--- src/rtl/mode_counter.sv ---
// Parametrised up/down modulo counter with enable prescaler, synchronous clear/load,
// wrap or saturate at the boundary, terminal-count pulse, sticky overflow and compare match.
module mode_counter #(
    parameter int WIDTH     = 8,
    parameter int MAX_VALUE = 2**WIDTH - 1,
    parameter int PRESCALE  = 1
) (
    input  logic             clk,
    input  logic             reset_n,
    input  logic             clear,
    input  logic             load,
    input  logic [WIDTH-1:0] load_value,
    input  logic             enable,
    input  logic             up_down,
    input  logic             saturate,
    input  logic [WIDTH-1:0] compare_value,
    output logic [WIDTH-1:0] count,
    output logic             tc_pulse,
    output logic             overflow,
    output logic             compare_match
);

    localparam int               PW       = (PRESCALE > 1) ? $clog2(PRESCALE) : 1;
    localparam logic [WIDTH-1:0] MAX_CNT  = WIDTH'(MAX_VALUE);
    localparam logic [PW-1:0]    PRE_LAST = PW'(PRESCALE - 1);

    logic [PW-1:0]    prescale_cnt;
    logic [PW-1:0]    prescale_next;
    logic [WIDTH-1:0] count_next;
    logic [WIDTH-1:0] load_clamped;
    logic             tc_next;
    logic             overflow_next;
    logic             step;
    logic             at_boundary;

    always_comb begin
        step         = enable && !clear && !load && (prescale_cnt == PRE_LAST);
        at_boundary  = up_down ? (count == MAX_CNT) : (count == '0);
        load_clamped = (load_value > MAX_CNT) ? MAX_CNT : load_value;
    end

    always_comb begin
        count_next    = count;
        prescale_next = prescale_cnt;
        overflow_next = overflow;
        tc_next       = 1'b0;
        if (clear) begin
            count_next    = '0;
            prescale_next = '0;
            overflow_next = 1'b0;
        end else if (load) begin
            count_next    = load_clamped;
            prescale_next = '0;
        end else if (enable) begin
            if (step) begin
                prescale_next = '0;
                // Every step attempted at the boundary is an event, even when saturating.
                if (at_boundary) begin
                    tc_next       = 1'b1;
                    overflow_next = 1'b1;
                    if (!saturate) begin
                        count_next = up_down ? '0 : MAX_CNT;
                    end
                end else begin
                    count_next = up_down ? count + 1'b1 : count - 1'b1;
                end
            end else begin
                prescale_next = prescale_cnt + 1'b1;
            end
        end
    end

    always_ff @(posedge clk or negedge reset_n) begin
        if (!reset_n) begin
            count        <= '0;
            prescale_cnt <= '0;
            tc_pulse     <= 1'b0;
            overflow     <= 1'b0;
        end else begin
            count        <= count_next;
            prescale_cnt <= prescale_next;
            tc_pulse     <= tc_next;
            overflow     <= overflow_next;
        end
    end

    assign compare_match = (count == compare_value);

endmodule

--- config.mk ---
export PLATFORM = sky130hd
export DESIGN_NAME = mode_counter
export DESIGN_NICKNAME = d
export VERILOG_FILES = /design/src/rtl/mode_counter.sv
export SDC_FILE = /design/constraint.sdc
export NUM_CORES = 1
export LEC_CHECK = 0
export CAP_MARGIN = 20
export CORE_ASPECT_RATIO = 1.25
export CORE_MARGIN = 4
export CORE_UTILIZATION = 30
export DETAILED_ROUTE_END_ITERATION = 10
export GPL_TIMING_DRIVEN = 0
export HOLD_SLACK_MARGIN = 0.12
export PLACE_DENSITY = 0.66
export SYNTH_ARGS = -nofsm -noshare
export SYNTH_HDL_FRONTEND = slang
export SYNTH_SLANG_ARGS = --single-unit
--- constraint.sdc ---
create_clock -name clk -period 1.9 [get_ports clk]
set_input_delay 0.38 -clock clk [delete_from_list [all_inputs] [get_ports clk]]
set_output_delay 0.38 -clock clk [all_outputs]
set_load 0.01 [all_outputs]
* After elaboration in Yosys (flattened, before gate mapping)
Cells that the tools add are included.
** Storage, ports and cells
- Word-level logic and storage cells :: 50
- Output and inout bits :: 11
- Register bits after elaboration :: 11
- Input bits :: 23
** Cells by class
- Magnitude comparators :: 1
- Bitwise logic cells :: 1
- Reductions and logical operators :: 13
- Add/sub/neg operators :: 3
- Multiplexer cells :: 24
- Equality and inequality tests :: 4
** Operators with widths (number)
- 8-bit two-way mux :: 9
- 1-bit two-way mux :: 15
- 8-bit by 1-bit adder with 8-bit output, second input constant :: 1
- 8-bit == test :: 1
- 8-bit == test, second input constant :: 1
- 8-bit greater-than comparator, second input constant :: 1
- 8-bit logical NOT :: 1
- 8-bit by 1-bit subtractor with 8-bit output, second input constant :: 1
- 2-bit nonzero test :: 3
- 3-bit nonzero test :: 2
- 4-bit inequality test, second input constant :: 1
- 4-bit AND reduction :: 1
- 1-bit logical AND :: 3
- 3-bit AND reduction :: 1
- 1-bit logical NOT :: 2
- 2-bit inequality test, second input constant :: 1
- 1-bit adder, second input constant :: 1
- 1-bit inverter :: 1

* Logic depth before layout (Yosys ltp)
Gate-level depths: netlist (run 1).
- Depth after elaboration :: 8
- Mapped depth :: 7
- Gate-level depth less buffers :: 7

* Worst setup path before layout (run 1)
OpenSTA, ideal clock, no wires.
- Path kind :: input to register
- Start point :: in up_down
- End point :: reg count[7]
- Arrival time :: 1655 ps
- Library setup time :: 127 ps
- Data required time :: 1773 ps
- Cell stages on the path :: 7
- Setup slack :: 118 ps
- Path buffers :: 0
- Cell sequence :: inv_1 ha_1 a211oi_1 nor3_1 a211oi_1 mux2i_1 o21ai_1
** Between the ends
- Longest elaborated chain between the ends :: 7
- Elaborated cells on any way between the ends :: 11
- Those cells by class :: 1 x eq/ne; 9 x mux; 1 x reduce/logical
** RTL lines
- from (decl) :: line 14 : input logic up_down,
- 8-bit two-way mux :: line 62 : count_next = up_down ? '0 : MAX_CNT;
- 8-bit two-way mux :: line 61 : if (!saturate) begin
- 8-bit two-way mux :: line 58 : if (at_boundary) begin
- 8-bit two-way mux :: line 55 : if (step) begin
- 8-bit two-way mux :: line 54 : end else if (enable) begin
- 8-bit two-way mux :: line 51 : end else if (load) begin
- 8-bit two-way mux :: line 47 : if (clear) begin
- to (signal assigned) :: line 80 : count <= count_next;
- to (decl) :: line 17 : output logic [WIDTH-1:0] count,
Parallel ways exist; a longest one is shown, timed or not. The select of a mux whose other input is x is not followed.
A chain may end at the register's enable or synchronous reset.

* Final worst setup path (run 1)
- Start point :: reg count[4]
- End point :: reg count[4]
** Between the ends
- Longest elaborated chain between the ends :: 7
- Elaborated cells on any way between the ends :: 13
- Those cells by class :: 2 x add/sub; 2 x eq/ne; 7 x mux; 2 x reduce/logical
** RTL lines
- 8-bit by 1-bit subtractor with 8-bit output (tied with other cells) :: line 65 : count_next = up_down ? count + 1'b1 : count - 1'b1;
- 8-bit two-way mux / 1-bit two-way mux (equally long branches) :: line 65, 38
- 8-bit two-way mux :: line 58
- 8-bit two-way mux :: line 55
- 8-bit two-way mux :: line 54
- 8-bit two-way mux :: line 51
- 8-bit two-way mux :: line 47
Parallel ways exist; a longest one is shown, timed or not. The select of a mux whose other input is x is not followed.

==> results.toml, run 1 <==
[status]
status = "finished clean"

[power_and_ir_drop]
p_per_area_nw_per_um2 = 650
intPower_uw = 635
sw_frac_of_total_pct = 35.9
p_leak_nw = 0.628
ir_drop_uv = 538
seqPwrFrac_pct = 31.6
combPwrFrac_pct = 44.5
switching_power_uw = 356
clockPowerShare_pct = 23.9

[sta]
finalWorstSetupSlack_ns = 0.0464
max_slew_margin_pct = 64.7
worstMarginPinSlew_ns = 0.528
setup-violations-final = 0
drv_slew = 0
skew_ns = 0.00643
layout_min_cycle_time_ns = 1.85
period_share_pct = 97.6
fmax_mhz = 540
finalHoldViolCount = 0

[route]
ant_nets = 0
drt_iter0_drc = 56
routed_wl_um = 3090
route.detailed.drc = 0
firstDrtPassIters = 4
wl_per_cell_um = 15.6
vias_per_cell = 5.47
via_count = 1083

[worst_setup_path]
cp.required_ns = 2.05
r2r_cells = 6
startpoint_type = "flop"
crit_fanout = 6
r2r_slack_ns = 0.05
end_kind = "flop"
crit_path_frequent_cell = "a21oi_1"
cpMaxStageDelayCell = "or4b_4"
r2r_end = "count[4]"
critPathMaxStageDelay_ns = 0.57
path_cells = "nand4_2 -> or4b_4 -> nand3_4 -> buf_6 -> a21oi_1 -> a21oi_1"
critPathKind = "flop to flop"
arrival_ns = 2.00
r2r-start = "count[4]"

[grt]
grt_pass1_wl_um = 4850
grt_antenna_before_repair = 0
grt_overflow = 0
grtUsageTotal_pct = 14.2
grt_max_degree = 12
grt_pass1_vias = 1105

[yosys]
synthDominantCellAreaShare_pct = 26.9
ys_seq_elements = 11
yosys-top-cells-count = "nor2_1, dfrtp_1, xnor2_1"
syn-num-nets = 152
ys_async_sr_fraction_pct = 100
postSynthAreaPerCell_um2 = 8.40
yosysMostFrequentCell = "nor2_1"
synth.area.top_cells = "dfrtp_1, xnor2_1, ha_1"
synth_cell_type_count = 41
syn_inst = 122
synth_edf_count = 0
synth_warnings = 0
syn_area_um2 = 1020
synth_ff_type = "dfrtp_1"
ys_seq_area_share_pct = 26.9
yosys.area.top_type = "dfrtp_1"

[job]
maxCapViolCount = 0

[cts]
cts_root_buf = "clkbuf_8"
clk_latency_ns = 0.24
cts_tree = "done"
htreeDepth = 1
clockBufferDepth = 2
clkTransAtPathRegs_ns = 0.06
cts_buffers = 3
holdBufCountCts = 0
cts_sinks = 11

[floorplanning]
floorplan.initialDensity_pct = 31.5
die_y_um = 73.3
rows = 23
die_width_um = 60.3
die_area_um2 = 4420
io_pins = 34
core_um2 = 3250

[final_layout]
antennaDiodeCount = 0
design_area_um2 = 1520
layout-drive-gt1-share_pct = 20.5
syn_to_final_growth_pct = 48.6
fin_nets = 192

[worst_hold_path]
hold_start = "clear"
worst_hold_path.endpoint = "overflow"
hp-class = "input port to flop"
min_path_cells = 2

[placement]
dp_slack_ns = -0.858
placed_area_um2 = 1380
dpl.hpwl_um = 2410
io_buffers = 31
gp_congestion = 0.900
-- power by group through the flow --
stage	sequential, mW	combinational (mW)	clock [mW]
after global placement	0.310	0.384	0
after CTS	0.309	0.401	0.245
after global routing	0.316	0.482	0.249
after detailed placement	0.312	0.394	0
after floorplan	0.308	0.238	0
final	0.313	0.441	0.237
-- flip-flops by register name (all words and copies together), names as in the netlist --
name / flops
count: 8
overflow: 1
prescale_cnt: 1
tc_pulse: 1
-- worst max-delay path by stage --
stage	startpoint	to	depth (start not counted)
6_report	count[4]	count[4]	6
5_1_grt	count[4]	count[4]	6
4_1_cts	up_down	count[7]	8
3_5_place_dp	up_down	count[7]	8
3_3_place_gp	up_down	count[7]	8
2_1_floorplan	up_down	count[7]	7
-- worst max-delay path, delay by kind of cell, from the launching register on --
family	cells	cell delay [ns]
AOI/OAI and AO/OA	2	0.24
DFF	1	0.52
buffers and inverters	1	0.14
and+or+nand+nor	3	0.87
-- routing by layer --
metal / vias to the layer above / track usage (%) / part of all wire [%]
li1: 530 / - / -
met1: 500 / 15.9 / 39
met2: 41 / 26.0 / 54
met3: 12 / 0.703 / 3.6
met4: 0 / 8.13 / 3.4
met5: - / 0 / 0
-- metrics by stage --
step                      cells  hold slack [ns]  setup TNS (ns)  utilization, %  total power [mW]
after floorplan             122           0.0844               0               -             0.546
after global placement      190            0.486           -4.83            42.5             0.693
after detailed placement    190            0.492           -5.22            42.5             0.706
after CTS                   194            0.328         -0.0767            44.3             0.955
after global routing        198            0.350         -0.0190            46.8              1.05
final                       198            0.332               0            46.8             0.990
-- logic make-up after synthesis --
| logic type | after synthesis | synth area share [%] |
|---|---|---|
| XOR/XNOR | 12 | 10.3 |
| buffers and inverters | 8 | 4.52 |
| adder cells (fa/ha/maj) | 7 | 9.28 |
| AO/OA/AOI/OAI | 33 | 20.1 |
| multiplexers | 3 | 2.93 |
| AND/OR/NAND/NOR | 48 | 26.0 |
| flip-flops | 11 | 26.9 |
-- area by class of cell --
class / count / area (um2)
inverters: 5 / 18.8
fillers: 318 / 1730
clock buffers: 3 / 41.3
flip-flops and latches: 11 / 280
multi-input cells: 103 / 771
well taps: 37 / 46.3
repair buffers: 35 / 333
clock inverters: 1 / 5.00
plain buffers: 3 / 27.5
-- layout by cell type (no fill, tap or decap), types with 2 or more instances in the layout --
cell,count
clkbuf_8,3
nand2_1,6
ha_1,6
nand2b_1,2
nor2_1,13
and3_1,2
buf_6,2
or2_2,2
nor3_1,4
clkdlybuf4s50_1,28
a31oi_1,2
xnor2_1,11
nand3_1,3
inv_1,4
a21oi_1,6
o21ai_0,5
o21ai_1,5
buf_2,3
mux2i_1,3
a22o_1,2
dfrtp_2,4
buf_4,3
nand4_1,3
dfrtp_1,7
o31ai_1,2
-- repair_timing --
item	4_1_cts	5_1_grt
gates resized for setup	10	20
setup endpoints to repair	10	10
hold endpoints to repair	0	0
cloned	0	1
buffers inserted	0	3
pin swaps	1	6
Power figures use the tool's default switching activity.
==> inputs of run 2 (changes only) <==
--- a/config.mk
+++ b/config.mk
@@ -13,6 +13,7 @@
 export GPL_TIMING_DRIVEN = 0
 export HOLD_SLACK_MARGIN = 0.12
 export PLACE_DENSITY = 0.66
+export SLEW_MARGIN = 0
 export SYNTH_ARGS = -nofsm -noshare
 export SYNTH_HDL_FRONTEND = slang
 export SYNTH_SLANG_ARGS = --single-unit
==> results of run 2 <==
The final DEF is identical to that of run 1; final timing and power are the same.
